$ cat config.mk
export PLATFORM = sky130hd
export DESIGN_NAME = dmem_lsu
export DESIGN_NICKNAME = d
export VERILOG_FILES = /design/src/rtl/dmem_lsu.sv
export SDC_FILE = /design/constraint.sdc
export NUM_CORES = 1
export LEC_CHECK = 0
export CAP_MARGIN = 10
export CORE_MARGIN = 5
export CORE_UTILIZATION = 30
export CTS_BUF_LIST = sky130_fd_sc_hd__clkbuf_8
export CTS_CLUSTER_DIAMETER = 150
export DETAILED_ROUTE_END_ITERATION = 10
export PLACE_DENSITY = 0.62
export SKIP_CTS_REPAIR_TIMING = 1
export SLEW_MARGIN = 30
export SYNTH_ARGS = -nofsm -noshare
export SYNTH_HDL_FRONTEND = slang
export SYNTH_SLANG_ARGS = --single-unit
$ cat constraint.sdc
create_clock -name clk -period 1.9 [get_ports clk]
set_input_delay 0.57 -clock clk [delete_from_list [all_inputs] [get_ports clk]]
set_output_delay 0.57 -clock clk [all_outputs]
set_load 0.01 [all_outputs]
$ cat src/rtl/dmem_lsu.sv
// dmem_lsu: load/store unit between the multicycle control FSM and the data
// memory bus. Converts dmem_rd/dmem_we strobes into a single valid/ready
// transaction, lane-shifts store data and byte enables, and aligns and extends
// load data before pulsing done.
// Optional feature: define LSU_MISALIGN_TRAP_EN to trap misaligned half/word
// accesses (no bus cycle, err=1). Left undefined, the offending low address
// bits are forced to zero and the access proceeds.
module dmem_lsu #(
   parameter int ADDR_W   = 32,
   parameter int WAIT_MAX = 64
) (
   input  logic              clk,
   input  logic              rstn,
   input  logic              dmem_rd,
   input  logic [3:0]        dmem_we,
   input  logic [ADDR_W-1:0] addr,
   input  logic [31:0]       wdata,
   input  logic [1:0]        load_size,
   input  logic              load_sign,
   output logic [31:0]       rdata,
   output logic              busy,
   output logic              done,
   output logic              err,
   output logic              mem_req,
   output logic              mem_we,
   output logic [3:0]        mem_be,
   output logic [ADDR_W-1:0] mem_addr,
   output logic [31:0]       mem_wdata,
   input  logic              mem_ready,
   input  logic [31:0]       mem_rdata
);

   localparam int CNT_W = (WAIT_MAX < 2) ? 1 : $clog2(WAIT_MAX + 1);
   localparam logic [CNT_W-1:0] CNT_LAST = CNT_W'(WAIT_MAX - 1);

   typedef enum logic [1:0] {
      IDLE   = 2'd0,
      ACCESS = 2'd1,
      DONE   = 2'd2
   } state_t;

   state_t           state;
   state_t           next_state;
   logic [CNT_W-1:0] wait_cnt;
   logic [1:0]       off_q;
   logic [1:0]       size_q;
   logic             sign_q;

   logic             start;
   logic             is_store;
   logic             store_bad;
   logic             load_bad;
   logic             fault;
   logic [1:0]       req_size;
   logic [1:0]       eff_off;
   logic [31:0]      store_word;
   logic [31:0]      load_shifted;
   logic [31:0]      load_result;
   logic             timeout;

   // Decode the incoming request: size, legality, effective lane offset
   always_comb begin
      start     = dmem_rd | (|dmem_we);
      is_store  = |dmem_we;
      store_bad = is_store && !((dmem_we == 4'b0001) || (dmem_we == 4'b0011) ||
                                (dmem_we == 4'b1111));
      load_bad  = !is_store && (load_size == 2'b11);
      req_size  = load_size;
      if (is_store) begin
         if (dmem_we == 4'b0001)
            req_size = 2'b00;
         else if (dmem_we == 4'b0011)
            req_size = 2'b01;
         else
            req_size = 2'b10;
      end
      eff_off = addr[1:0];
      if (req_size == 2'b01)
         eff_off = {addr[1], 1'b0};
      else if (req_size == 2'b10)
         eff_off = 2'b00;
`ifdef LSU_MISALIGN_TRAP_EN
      fault = store_bad || load_bad ||
              ((req_size == 2'b01) && addr[0]) ||
              ((req_size == 2'b10) && (addr[1:0] != 2'b00));
`else
      fault = store_bad || load_bad;
`endif
      store_word = wdata;
      if (req_size == 2'b00)
         store_word = {4{wdata[7:0]}};
      else if (req_size == 2'b01)
         store_word = {2{wdata[15:0]}};
   end

   // Align the returned bus word to the addressed lane and extend it
   always_comb begin
      load_shifted = mem_rdata >> {off_q, 3'b000};
      case (size_q)
         2'b00:   load_result = sign_q ? {{24{load_shifted[7]}}, load_shifted[7:0]}
                                       : {24'h0, load_shifted[7:0]};
         2'b01:   load_result = sign_q ? {{16{load_shifted[15]}}, load_shifted[15:0]}
                                       : {16'h0, load_shifted[15:0]};
         default: load_result = load_shifted;
      endcase
      timeout = (wait_cnt == CNT_LAST);
   end

   // State register; async reset abandons any transfer in flight
   always_ff @(posedge clk or negedge rstn) begin
      if (!rstn)
         state <= IDLE;
      else
         state <= next_state;
   end

   // Next-state logic and state-derived handshake outputs
   always_comb begin
      next_state = state;
      busy       = 1'b0;
      done       = 1'b0;
      mem_req    = 1'b0;
      case (state)
         IDLE: begin
            if (start)
               next_state = fault ? DONE : ACCESS;
         end
         ACCESS: begin
            busy    = 1'b1;
            mem_req = 1'b1;
            if (mem_ready || timeout)
               next_state = DONE;
         end
         DONE: begin
            busy       = 1'b1;
            done       = 1'b1;
            next_state = IDLE;
         end
         default: next_state = IDLE;
      endcase
   end

   // Capture the request at start, hold bus fields stable, latch the result
   always_ff @(posedge clk or negedge rstn) begin
      if (!rstn) begin
         wait_cnt  <= '0;
         off_q     <= 2'b00;
         size_q    <= 2'b00;
         sign_q    <= 1'b0;
         rdata     <= 32'h0;
         err       <= 1'b0;
         mem_we    <= 1'b0;
         mem_be    <= 4'h0;
         mem_addr  <= '0;
         mem_wdata <= 32'h0;
      end else begin
         case (state)
            IDLE: begin
               if (start) begin
                  wait_cnt  <= '0;
                  off_q     <= eff_off;
                  size_q    <= req_size;
                  sign_q    <= load_sign;
                  err       <= fault;
                  mem_we    <= is_store;
                  mem_be    <= is_store ? (dmem_we << eff_off) : 4'hF;
                  mem_addr  <= {addr[ADDR_W-1:2], 2'b00};
                  mem_wdata <= store_word;
                  if (fault)
                     rdata <= 32'h0;
               end
            end
            ACCESS: begin
               if (mem_ready) begin
                  if (!mem_we)
                     rdata <= load_result;
               end else if (timeout) begin
                  err   <= 1'b1;
                  rdata <= 32'h0;
               end else begin
                  wait_cnt <= wait_cnt + 1'b1;
               end
            end
            default: ;
         endcase
      end
   end

endmodule
==> results by stage <==
Critical path:
- The data required time of the worst path is about 2.3 ns.
- On the critical path, the stage with the largest delay is an instance of sky130_fd_sc_hd__or4_4.
- Counting cells, the worst reg-to-reg path comes to 8.
- The worst flop-to-flop path startpoint is state[0].
- The critical path in this run is classified as input port to register.
- The kind of end point of the critical path is a register.
- Tracing the worst setup path back leads to its startpoint at dmem_we[3].
- Across all register-to-register paths, the minimum setup slack is 0.02 ns.
- The worst setup path endpoint is rdata[9].
- The endpoint of the most critical register-to-register path is rdata[9].
- In this design, the stage delay of the slowest critical-path cell is roughly 0.53 ns.
- The critical path goes through buf_4 -> or4_4 -> or2_4 -> o2111ai_4 -> clkbuf_16 -> clkbuf_16 -> nand2_2 -> o31ai_2.
- In this design, the critical path's most frequently occurring cell is sky130_fd_sc_hd__clkbuf_16.
- The sort of element at the start of the critical path is an input port.
- Data on the critical path arrives at its endpoint at ~2.3 ns.
- In this run the worst path has a maximum fanout of 7.

Pwr:
- The share of power burned in registers is 30.1%.
- The net load switching power is about 4800 uW.
- The share of total power consumed by net switching is between 30% and 40%.
- Internal power comes to around 7700 uW.
- The proportion of power drawn by the clock network is about a fifth.
- The design draws around 12000 uW.
- The worst-case IR drop observed on VDD is between 0.5 and 0.6 mV.
- The part of the power in combinational logic is 51.2%.
- The static leakage power is 0.00549 uW.
- For this design the ratio of total power to cell area is 1290 mW/mm^2.

Drt:
- The routed design has around 19000 um of wire.
- For this run, design rule violations remaining after detail routing come to 0.
- The final route contains 5325 vias.
- The number of DRC markers in iteration 0 is around 280.
- After detailed routing, the number of vias per cell comes to 4.75.
- The detail route stage leaves a number of antenna-violating nets equal to 0.
- The pre-antenna-repair detailed-routing pass consisted of 4 iterations.
- In the final routed layout, each cell accounts on average for 16.9 um.

Floorplanning:
- In this run the core area contains 50 standard-cell rows.
- The die is 147 um tall.
- The die covers between 0.02 and 0.025 sq mm.
- Once the floorplan was initialized, standard cells occupied roughly 30% of the core.
- The width of the chip is 147 um.
- approximately 210 I/O pins were placed.
- The core area is 0.0186 sq mm.

Global routing:
- The largest net degree at the start of global routing is a little under 70.
- The overflow left after global routing is 0.
- The first global-routing pass estimated roughly 28000 um of wire.
- The number of global-route vias before repair came to between 5000 and 6000.
- The number of antenna violations at the first check in global routing was 0.
- Global routing used about 17% of the available tracks.

Finish:
- The post-synthesis to final-layout area growth is 72.1%.
- In the final design database the tool counted roughly 990 nets.
- The fraction of final layout cells with drive strength greater than 1 is between 20% and 30%.
- The post-route core utilization is approximately half.
- Fill cells in the final layout number 1684.
- The number of antenna diodes in the final layout is 0.
- The final instance area is 0.00966 sq mm.

STA:
- Setup violations remaining at the end of the flow were counted as 2.
- For this run, the top clock speed supported by timing is between 500 and 600 MHz.
- The post-route fraction of the period consumed by the critical path is 101%.
- After routing, the total negative slack on setup checks comes to -0.0123 ns.
- The number of endpoints with negative hold slack in the final report is 0.
- In the post-route analysis, the smallest setup slack over all paths is -0.0121 ns.
- The slew at the pin with the worst max-slew slack is between 0.5 and 0.6 ns.
- In this run the tightest slew margin relative to its limit is between 60% and 70%.
- Setup repair after global routing could not meet its margin everywhere.
- The worst clock skew on the final layout is roughly 0.017 ns.
- The smallest clock period supported by the final layout is computed as about 1.9 ns.
- The number of max-slew violations in the final report was 0.

Synthesis:
- The count of flip-flops with a built-in enable after synthesis is 0.
- For this run, the register share of the synthesized area comes to around half.
- The number of distinct library cell variants in the gate-level netlist after synthesis is 59.
- The synthesized netlist devotes about 17% of its cell area to compound gates.
- The share of the synthesized netlist area taken by xor and xnor gates is less than 1%.
- After synthesis the netlist holds a flip-flop and latch count of approximately 110.
- The share of cell area taken by muxes after synthesis is under 10%.
- The largest total area in the synthesized netlist belongs to sky130_fd_sc_hd__dfrtp_1.
- Of the total synthesized cell area, the portion taken by full adders, half adders and majority gates is less than 1%.
- The simple-gate share of the synthesized area is between 10% and 20%.
- The share of Yosys cell area claimed by the top area cell type is between 50% and 60%.
- After synthesis, the most frequently instantiated cells are sky130_fd_sc_hd__nand2_1 (176), sky130_fd_sc_hd__dfrtp_1 (114), sky130_fd_sc_hd__o21ai_0 (43).
- The most frequent cell after synthesis is sky130_fd_sc_hd__nand2_1.
- During synthesis, Yosys emitted a total of 0 warnings.
- The netlist area before placement is 0.00561 sq mm.
- Sorting the synthesized cells by area gives the leading types as sky130_fd_sc_hd__dfrtp_1 (51%), sky130_fd_sc_hd__nand2_1 (12%), sky130_fd_sc_hd__mux2i_1 (6.2%).
- By area, the combinational part of the netlist is dominated by simple AND/OR/NAND/NOR gates.
- Counting every instance in the synthesized netlist gives approximately 590.
- The proportion of synthesized flip-flops having asynchronous set or reset is 100%.
- In the synthesized netlist the dominant register cell turns out to be sky130_fd_sc_hd__dfrtp_1.
- After synthesis, the mean cell area works out to 9.46 sq um.

Outcome:
- The run finished, with violations left.
- The final reports fail on setup timing.

Placed design:
- The total placed instance area is ~0.0085 sq mm.
- The number of I/O port buffers is 209.
- The HPWL after detailed placement is 13400 um.
- The last weighted congestion value of the routability-driven placer is roughly 0.78.

Clock network:
- The clock insertion delay at the later pin of the skew report is 0.44 ns.
- The number of buffers added by the clock tree synthesis step is 17.
- The clock tree synthesis step divided the H-tree into 4 levels.
- The CTS sink count is 114.
- The CTS root buffer is sky130_fd_sc_hd__clkbuf_8.
- The clock edge transition at the registers on the reported setup and hold paths is 0.09 ns.
- The CTS tree is built.
- No sink is reached through more buffers than the 2 on the longest clock path.

Hold path:
- The worst min-delay path category is input port to async pin.

Flow run:
- Max-cap violations in this run came to 0.
-- area by class of cell --
type / count / area (sq um) / area share, %
Clock buffer: 17 / 234 / 2.42
Clock inverter: 15 / 158 / 1.63
Inverter: 3 / 11.3 / 0.117
Multi-Input combinational cell: 437 / 2880 / 29.8
Sequential cell: 114 / 2850 / 29.6
Tap cell: 234 / 293 / 3.03
Timing Repair Buffer: 302 / 3230 / 33.4
-- power by group through the flow --
stage,logic [uW],registers [uW],clock network (uW)
6_report,6390,3750,2330
5_1_grt,6910,3880,2520
4_1_cts,5910,3780,2400
3_5_place_dp,5900,3810,0
3_3_place_gp,5840,3800,0
2_1_floorplan,2710,4140,0
-- critical path, delay by kind of cell --
| family | cells | cell delay [ns] |
|---|---|---|
| AOI/OAI and AO/OA | 2 | 0.27 |
| buffers and inverters | 3 | 0.57 |
| and+or+nand+nor | 3 | 0.86 |
-- sequential cells by signal, indices dropped and copies added (netlist names) --
signal	count
err	1
mem_addr	30
mem_be	4
mem_wdata	32
mem_we	1
off_q	2
rdata	32
sign_q	1
size_q	2
state	2
wait_cnt	7
-- through the flow --
step / worst slack, ns / cells / hold slack, ns
after global placement: -0.779 / 1077 / 0.458
final: -0.0121 / 1122 / 0.121
after floorplan: -0.313 / 594 / 0.274
after CTS: -0.471 / 1109 / 0.0998
after global routing: -0.0509 / 1122 / 0.109
after detailed placement: -0.808 / 1077 / 0.461
-- cells by family (layout without fill, tap and decap cells) --
logic type               Yosys count  after routing
AND/OR/NAND/NOR                  245            245
AO/OA/AOI/OAI                    140            140
flip-flops                       114            114
buffers and inverters             43            337
multiplexers                      42             42
adder cells (fa/ha/maj)            4              4
XOR/XNOR                           4              4
other                              1              2
-- placed cells by master, fill, tap and decap left out, types with 17 or more instances in the layout --
cell and count:
sky130_fd_sc_hd__nor2_1 36, sky130_fd_sc_hd__dfrtp_1 113, sky130_fd_sc_hd__clkdlybuf4s50_1 98, sky130_fd_sc_hd__nand2_1 166, sky130_fd_sc_hd__o21ai_1 20, sky130_fd_sc_hd__mux2i_1 33
sky130_fd_sc_hd__clkbuf_8 17, sky130_fd_sc_hd__buf_4 79, sky130_fd_sc_hd__o21ai_0 22, sky130_fd_sc_hd__dlymetal6s2s_1 104, sky130_fd_sc_hd__a21oi_1 20
-- metal layers --
layer / share of wire (%) / GRT usage, % / up-vias
li1: - / - / 2623
met1: 45 / 23.0 / 2545
met2: 49 / 25.3 / 138
met3: 5.2 / 4.19 / 19
met4: 1.3 / 5.27 / 0
met5: 0 / 0 / -
-- worst min-delay path by stage --
stage,start,endpoint,cells past startpoint
global placement,mem_addr[2],mem_addr[2],2
finish,rstn,rdata[14],2
CTS,rstn,rdata[14],2
detailed placement,mem_addr[4],mem_addr[4],2
floorplan,rstn,err,0
global route,rstn,rdata[15],2
(Power assumes the default switching activity.)
